[config.mk]
export PLATFORM = sky130hd
export DESIGN_NAME = ls_control_unit
export DESIGN_NICKNAME = d
export VERILOG_FILES = /design/src/rtl/ls_control_unit.sv
export SDC_FILE = /design/constraint.sdc
export NUM_CORES = 1
export LEC_CHECK = 0
export CAP_MARGIN = 5
export CORE_UTILIZATION = 50
export CTS_CLUSTER_DIAMETER = 120
export CTS_CLUSTER_SIZE = 20
export DETAILED_ROUTE_END_ITERATION = 12
export PLACE_DENSITY_LB_ADDON = 0.05
export SLEW_MARGIN = 20
export SYNTH_ARGS = -nofsm -noshare
export SYNTH_HDL_FRONTEND = slang
export SYNTH_SLANG_ARGS = --single-unit
[constraint.sdc]
create_clock -name CLK -period 4.35 [get_ports CLK]
set_input_delay 0.435 -clock CLK [delete_from_list [all_inputs] [get_ports CLK]]
set_output_delay 0.435 -clock CLK [all_outputs]
set_load 0.01 [all_outputs]
[src/rtl/ls_control_unit.sv]
// Multi-cycle control unit for a small load/store core: fetch, decode, execute, writeback.
// Supports lw, sw, addi, add and sub; any other encoding halts the unit until reset.
module ls_control_unit #(
  parameter logic [31:0] RESET_PC = 32'h0000_0000
) (
  input  logic        CLK,
  input  logic        RST_N,
  input  logic        run,
  output logic [31:0] instr_addr,
  output logic        instr_req,
  input  logic [31:0] instr_rdata,
  output logic [4:0]  rs1,
  output logic [4:0]  rs2,
  output logic [4:0]  rd,
  output logic [11:0] immediate,
  output logic        sub,
  output logic        I_type,
  output logic        R_type,
  output logic        WE_RF,
  output logic        WE_MEM,
  output logic        illegal
);

  // state     | meaning
  // FETCH     | request instruction at PC while run=1
  // DECODE    | instruction word arrives; latch if legal
  // EXECUTE   | datapath operates on the decoded fields
  // WRITEBACK | one-cycle write enable, PC += 4
  // HALT      | unsupported instruction seen; wait for reset
  localparam logic [2:0] ST_FETCH     = 3'd0;
  localparam logic [2:0] ST_DECODE    = 3'd1;
  localparam logic [2:0] ST_EXECUTE   = 3'd2;
  localparam logic [2:0] ST_WRITEBACK = 3'd3;
  localparam logic [2:0] ST_HALT      = 3'd4;

  logic [2:0]  state_q, state_d;
  logic [31:0] pc_q, pc_d;
  logic [31:0] ir_q, ir_d;

  // One-hot class {lw, sw, addi, add, sub}; all zero for anything unsupported.
  function automatic logic [4:0] classify(input logic [31:0] w);
    logic [6:0] opc;
    logic [2:0] f3;
    logic [6:0] f7;
    opc = w[6:0];
    f3  = w[14:12];
    f7  = w[31:25];
    classify[4] = (opc == 7'b0000011) && (f3 == 3'b010);
    classify[3] = (opc == 7'b0100011) && (f3 == 3'b010);
    classify[2] = (opc == 7'b0010011) && (f3 == 3'b000);
    classify[1] = (opc == 7'b0110011) && (f3 == 3'b000) && (f7 == 7'b0000000);
    classify[0] = (opc == 7'b0110011) && (f3 == 3'b000) && (f7 == 7'b0100000);
  endfunction

  logic [4:0] rdata_cls;
  logic [4:0] ir_cls;
  logic       rdata_legal;

  assign rdata_cls   = classify(instr_rdata);
  assign ir_cls      = classify(ir_q);
  assign rdata_legal = |rdata_cls;

  always_comb begin
    state_d = state_q;
    pc_d    = pc_q;
    ir_d    = ir_q;
    case (state_q)
      ST_FETCH: begin
        if (run) state_d = ST_DECODE;
      end
      ST_DECODE: begin
        // IR only ever holds a legal word, so decoded outputs stay meaningful in HALT.
        if (rdata_legal) begin
          ir_d    = instr_rdata;
          state_d = ST_EXECUTE;
        end else begin
          state_d = ST_HALT;
        end
      end
      ST_EXECUTE:   state_d = ST_WRITEBACK;
      ST_WRITEBACK: begin
        pc_d    = pc_q + 32'd4;
        state_d = ST_FETCH;
      end
      ST_HALT:      state_d = ST_HALT;
      default:      state_d = ST_FETCH;
    endcase
  end

  always_ff @(posedge CLK or negedge RST_N) begin
    if (!RST_N) begin
      state_q <= ST_FETCH;
      pc_q    <= RESET_PC;
      ir_q    <= 32'h0;
    end else begin
      state_q <= state_d;
      pc_q    <= pc_d;
      ir_q    <= ir_d;
    end
  end

  // Decoded fields come straight from IR, which only changes on EXECUTE entry.
  assign rs1    = ir_q[19:15];
  assign rs2    = ir_q[24:20];
  assign rd     = ir_q[11:7];
  assign I_type = ir_cls[4] | ir_cls[3] | ir_cls[2];
  assign R_type = ir_cls[1] | ir_cls[0];
  assign sub    = R_type & ir_q[30];

  always_comb begin
    immediate = 12'h000;
    if (ir_cls[3])                  immediate = {ir_q[31:25], ir_q[11:7]};
    else if (ir_cls[4] | ir_cls[2]) immediate = ir_q[31:20];
  end

  // Write enables decode the async-reset state register, so reset kills them at once.
  assign WE_RF   = (state_q == ST_WRITEBACK) & (ir_cls[4] | ir_cls[2] | ir_cls[1] | ir_cls[0]);
  assign WE_MEM  = (state_q == ST_WRITEBACK) & ir_cls[3];
  assign illegal = (state_q == ST_HALT);

  assign instr_addr = pc_q;
  assign instr_req  = RST_N & run & (state_q == ST_FETCH);

endmodule

==> results of run 1 <==
==> power by group through the flow <==
stage / combinational, W / clock (W) / sequential [W]
2_1_floorplan: 0.0000552 / 0 / 0.000641
3_3_place_gp: 0.000110 / 0 / 0.000649
3_5_place_dp: 0.000112 / 0 / 0.000650
4_1_cts: 0.000113 / 0.000437 / 0.000639
5_1_grt: 0.000120 / 0.000468 / 0.000641
6_report: 0.000110 / 0.000432 / 0.000638
==> per-stage QoR <==
stage	hold slack [ns]	area [µm²]	setup WS, ns
2_1_floorplan	0.139	3120	2.06
3_3_place_gp	0.459	4030	1.56
3_5_place_dp	0.456	4030	1.51
4_1_cts	0.345	4190	1.12
5_1_grt	0.374	4190	0.969
6_report	0.291	4190	1.13
==> registers in the layout, indices dropped and copies added (netlist names) <==
| signal | cells |
|---|---|
| state_q | 3 |
| ir_q | 32 |
| instr_addr | 30 |
==> per-layer routing <==
layer | GRT usage [%] | vias up | part of all wire, %
met3 | 6.74 | 12 | 5.5
met5 | 0 | - | 0
li1 | - | 1119 | -
met2 | 34.6 | 65 | 48
met1 | 27.8 | 1096 | 45
met4 | 8.75 | 0 | 1.6
==> placed cells by master, fill, tap and decap left out, types with 8 or more instances in the layout <==
cell type / netlist / final
dfrtp_1: 65 / 65
clkbuf_8: 0 / 9
and2_1: 8 / 8
xnor2_1: 22 / 22
nand3_1: 15 / 15
mux2_2: 25 / 25
nand2_1: 11 / 11
nor3_1: 10 / 10
clkdlybuf4s50_1: 0 / 97
nor2_1: 19 / 19
xor2_1: 8 / 8
==> how the worst max path moves through the flow <==
stage	start	end	slack (ns)	depth (start not counted)
3_3_place_gp	ir_q[5]	sub	1.56	5
3_5_place_dp	ir_q[5]	WE_RF	1.51	5
2_1_floorplan	ir_q[5]	sub	2.06	5
6_report	ir_q[5]	WE_RF	1.13	5
4_1_cts	ir_q[5]	WE_RF	1.12	5
5_1_grt	ir_q[2]	immediate[11]	0.97	5
==> final cells by class <==
class | instances | area [µm²] | share of cell area, %
tap | 75 | 93.8 | 2.24
clock buffer | 13 | 139 | 3.32
sequential | 65 | 1630 | 38.8
multi-input combinational | 184 | 1300 | 31.1
clock inverter | 3 | 17.5 | 0.418
inverter | 3 | 11.3 | 0.269
timing repair buffer | 101 | 998 | 23.8
==> cells by family (layout without fill, tap and decap cells) <==
group | count (synthesis) | count (layout)
buffers and inverters | 28 | 120
other | 1 | 2
AO/OA/AOI/OAI | 11 | 11
AND/OR/NAND/NOR | 110 | 110
multiplexers | 30 | 30
adder cells (fa/ha/maj) | 1 | 1
flip-flops | 65 | 65
XOR/XNOR | 30 | 30
==> results.tsv, run 1 <==
metric	value	unit
root_buffer	clkbuf_8	
synth.top_cell.area_share	52.1	%
synthSimpleGateAreaFrac	20.0	%
clock.fmax	0.310	GHz
port-buffer-count	98	
fin_skew	0.00933	ns
detail_route.iter0.violations	129	
p_seq_share	54.1	%
gr-usage-all-layers	21.8	%
cts_setup_buffers	0	
syn_to_final_growth	34.2	%
dpl.hpwl	4.63	mm
p_int	0.000893	W
hold_violations	0	
total_power	0.00118	W
num_vias	2292	
synth.area.top_cells	dfrtp_1 (52%), mux2_2 (9.0%), xnor2_1 (6.2%)	
grt_pass1_wl	10.7	mm
htreeDepth	3	
ys_seq_area_share	52.1	%
synth_cell_types	41	
arrival	2.79	ns
r2r_start	state_q[2]	
dieArea	0.00656	mm²
dp.cells	428	
crit_chain	inv_1 > or4b_2 > nor3_1 > o21a_1 > clkdlybuf4s50_1	
status	complete, no violations	
clock-sinks	65	
globalplace.congestion	0.817	
ios	101	
fp.dieW	81	µm
ctsHoldBuffers	0	
end_kind	output port	
core_area	0.00596	mm²
combPwrFrac	9.3	%
clockBufferDepth	2	
p_sw_share	24.4	%
synth.avg_cell_area	11.3	µm²
nNetsFinal	400	
synth_compound_area_share	2.00	%
synth_top_family_by_area	simple AND/OR/NAND/NOR gates	
synth_mux_area_share	10.6	%
antenna_found_initial	0	
r2r-end	instr_addr[29]	
die_h	81	µm
clk_pin_slew	0.07	ns
cp.required	3.91	ns
initial_core_util	52.4	%
slowest_delay	0.67	ns
via_per_inst	5.16	
drc	0	
ir_drop	0.000186	V
clk_latency	0.34	ns
finalSetupViolations	0	
final_cell_count_no_fill	444	
fin_tns_setup	0	ns
yosys.area.top_type	dfrtp_1	
synth_cells	276	
drv_slew	0	
ys_warn_count	0	
min_period	3.22	ns
p_sw	0.000288	W
ys.flop_type	dfrtp_1	
ant_nets	0	
relSlewSlack	33.8	%
synth.cell_area	0.00312	mm²
cts_tree	yes	
diodes	0	
async_flop_share	100	%
reg2regPathDepth	4	
path_max_fanout	10	
synthAdderAreaFrac	0.401	%
ys_ff_latch	65	
grt_pass1_vias	2233	
drtPass1Iterations	4	
grt_overflow_total	0	
synthTopCellsByCount	dfrtp_1 (65), mux2_2 (25), xnor2_1 (22), nor2_1 (19), buf_4 (17)	
worst-path-buf-inv	2	
postLayoutCoreUtil	70.3	%
clock_power_share	36.6	%
fillers	491	
cp_top_family	simple AND/OR/NAND/NOR gates	
drive_gt1_share	13.0	%
hp-class	in -> async	
cts_resized	0	
yosysMostFrequentCell	dfrtp_1	
wl_per_cell	14.6	µm
num_rows	28	
tightest_slew	0.985	ns
powerDensity	282	mW/mm²
startpoint_type	flop	
crit_type	reg -> out	
synth-edff-count	0	
cap_viol_max_count	0	
slowest_stage	or4b_2	
p_leak	1.82	nW
numCtsBuffers	9	
synth-xor-area-share	8.42	%
rsz0062_at_grt	false	
grt_max_degree	66	
r2r_slack	2.16	ns
min_period_over_period	74.1	%
wl	6.48	mm
Note: power is estimated with default switching activity, not from simulation.
==> run 2, diff against run 1 <==
--- a/config.mk
+++ b/config.mk
@@ -6,7 +6,7 @@
 export NUM_CORES = 1
 export LEC_CHECK = 0
 export CAP_MARGIN = 5
-export CORE_UTILIZATION = 50
+export CORE_UTILIZATION = 46
 export CTS_CLUSTER_DIAMETER = 120
 export CTS_CLUSTER_SIZE = 20
 export DETAILED_ROUTE_END_ITERATION = 12
==> constraint.sdc (replaced) <==
create_clock -name CLK -period 3.3 [get_ports CLK]
set_input_delay 0.33 -clock CLK [delete_from_list [all_inputs] [get_ports CLK]]
set_output_delay 0.33 -clock CLK [all_outputs]
set_load 0.01 [all_outputs]
==> run 2 against run 1 <==
Net effect: the flow now finishes with violations (DRC); first-iteration DRC count down 38%; clock power up 34%; global-route usage is 2.6 points lower; clock skew down 0.0020 ns; power grew 33%; final cell count grew 0.68%; clock-buffer cell count down 1; sequential share of layout area decreased by 0.22 points; register-to-register slack worse by 0.93 ns; via count decreased by 0.74%; core utilization fell by 5.1 points; non-clock buffer count increased by 2; critical path type unchanged.
==> results.tsv, run 2 (synthesized netlist as in run 1, its figures left out) <==
metric	value	unit	change
drc	13		+13
largest_register_ffs	32		unchanged
cts_tree	yes		
slowest_stage	clkdlybuf4s50_1		
numCtsBuffers	9		unchanged
grt_pass1_vias	2232		-0.045%
combPwrFrac	9.4	%	about the same
min_period	2.95	ns	
wl	6.34	mm	-2.2%
arrival	2.62	ns	-0.17 ns
p_sw	0.000372	W	+29%
min_period_over_period	89.5	%	
cts_setup_buffers	0		unchanged
port-buffer-count	98		unchanged
p_int	0.00119	W	+34%
clockBufferDepth	2		unchanged
dieArea	0.00712	mm²	+8.5%
cap_viol_max_count	0		unchanged
registers.top_by_ff_count	ir_q		
via_per_inst	5.09		-1.4%
fin_tns_setup	0	ns	unchanged
crit_chain	nor4_1 > nand4b_1 > nor2b_1 > and2_1 > clkdlybuf4s50_1		
relSlewSlack	43.5	%	+9.7 points
dpl.hpwl	4.53	mm	-2.1%
syn_to_final_growth	35.0	%	
drtPass1Iterations	8		+4
p_seq_share	53.7	%	-0.4 points
clock-sinks	65		unchanged
hold_violations	0		unchanged
root_buffer	clkbuf_8		
ant_nets	0		unchanged
tightest_slew	0.841	ns	-0.145 ns
ios	101		unchanged
fin_skew	0.00729	ns	-0.00204 ns
drive_gt1_share	13.8	%	+0.78 points
rsz0062_at_grt	false		
detail_route.iter0.violations	80		-38%
gr-usage-all-layers	19.3	%	-2.6 points
multi_input_area	0.00130	mm²	unchanged
slowest_delay	0.55	ns	-0.12 ns
diodes	0		unchanged
grt_overflow_total	0		unchanged
globalplace.congestion	0.723		-11%
reg2regPathDepth	4		unchanged
fp.dieW	84.4	µm	+4.2%
htreeDepth	3		unchanged
seqCellArea	0.00163	mm²	unchanged
nNetsFinal	402		+0.50%
cts_resized	0		unchanged
final_cell_mix	clkdlybuf4s50_1 (97), dfrtp_1 (65), mux2_2 (25)		
path_max_fanout	9		-1
p_leak	1.84	nW	+0.86%
die_h	84.4	µm	+4.2%
ir_drop	0.000295	V	+59%
core_area	0.00646	mm²	+8.4%
ctsHoldBuffers	0		unchanged
clk_latency	0.32	ns	-0.02 ns
initial_core_util	48.3	%	-4.1 points
powerDensity	372	mW/mm²	+32%
violations	DRC		
fillers	535		+9.0%
crit_type	reg -> out		
clock.fmax	0.339	GHz	
startpoint_type	flop		
clock_power_share	36.9	%	+0.3 points
postLayoutCoreUtil	65.2	%	-5.1 points
drv_slew	0		unchanged
clk_pin_slew	0.07	ns	about the same
status	finished, violations left		
final_common_cell	clkdlybuf4s50_1		
finalSetupViolations	0		unchanged
grt_pass1_wl	10.8	mm	+0.91%
grt_max_degree	66		unchanged
hp-class	in -> async		
end_kind	output port		
p_sw_share	23.7	%	-0.64 points
num_vias	2275		-0.74%
cp.required	2.97	ns	-0.94 ns
antenna_found_initial	0		unchanged
wl_per_cell	14.2	µm	-2.8%
num_rows	29		+3.6%
r2r_slack	1.23	ns	-0.93 ns
==> run 2: critical path, delay by kind of cell (launching register included) <==
kind	cells	cell delay, ns
flip-flops	1	0.38
buffers and inverters	1	0.55
AND/OR/NAND/NOR	4	1.37
==> run 2: path summary, 6_finish.rpt <==
| check | start | endpoint |
|---|---|---|
| min in group CLK | ir_q[1] | ir_q[1] |
| max reg2reg | state_q[1] | ir_q[10] |
| min | RST_N | instr_addr[7] |
| max | ir_q[2] | immediate[9] |
| max in group asynchronous | RST_N | ir_q[23] |
| min reg2reg | ir_q[1] | ir_q[1] |
==> run 2: power by group through the flow <==
stage	Combinational, W	Sequential [W]	Clock (W)
after floorplan	0.0000728	0.000845	0
after detailed placement	0.000150	0.000855	0
after global routing	0.000161	0.000844	0.000629
after global placement	0.000149	0.000855	0
after CTS	0.000150	0.000840	0.000593
final	0.000147	0.000841	0.000577
==> run 2: metal layers <==
| metal | vias up | share of wire [%] | global-route usage, % |
|---|---|---|---|
| li1 | 1117 | - | - |
| met1 | 1095 | 47 | 26.0 |
| met2 | 56 | 46 | 30.5 |
| met3 | 7 | 4.6 | 4.13 |
| met4 | 0 | 1.5 | 7.86 |
| met5 | - | 0 | 0 |
==> run 2: final cells by class <==
class                      instances  share of cell area [%]
tap                               77                    2.29
timing repair buffer             103                    24.1
inverter                           3                   0.267
multi-input combinational        184                    30.9
sequential                        65                    38.6
clock inverter                     3                   0.416
clock buffer                      12                    3.45
==> run 2: metrics by stage <==
step	total power [W]	std cells	instance area (µm²)	setup slack (ns)	hold slack, ns
after floorplan	0.000918	277	3120	1.12	0.0344
after detailed placement	0.00101	432	4050	0.649	0.456
after global placement	0.00100	432	4050	0.646	0.453
after global routing	0.00164	447	4210	0.0784	0.284
after CTS	0.00158	447	4210	0.285	0.245
final	0.00157	447	4210	0.348	0.192
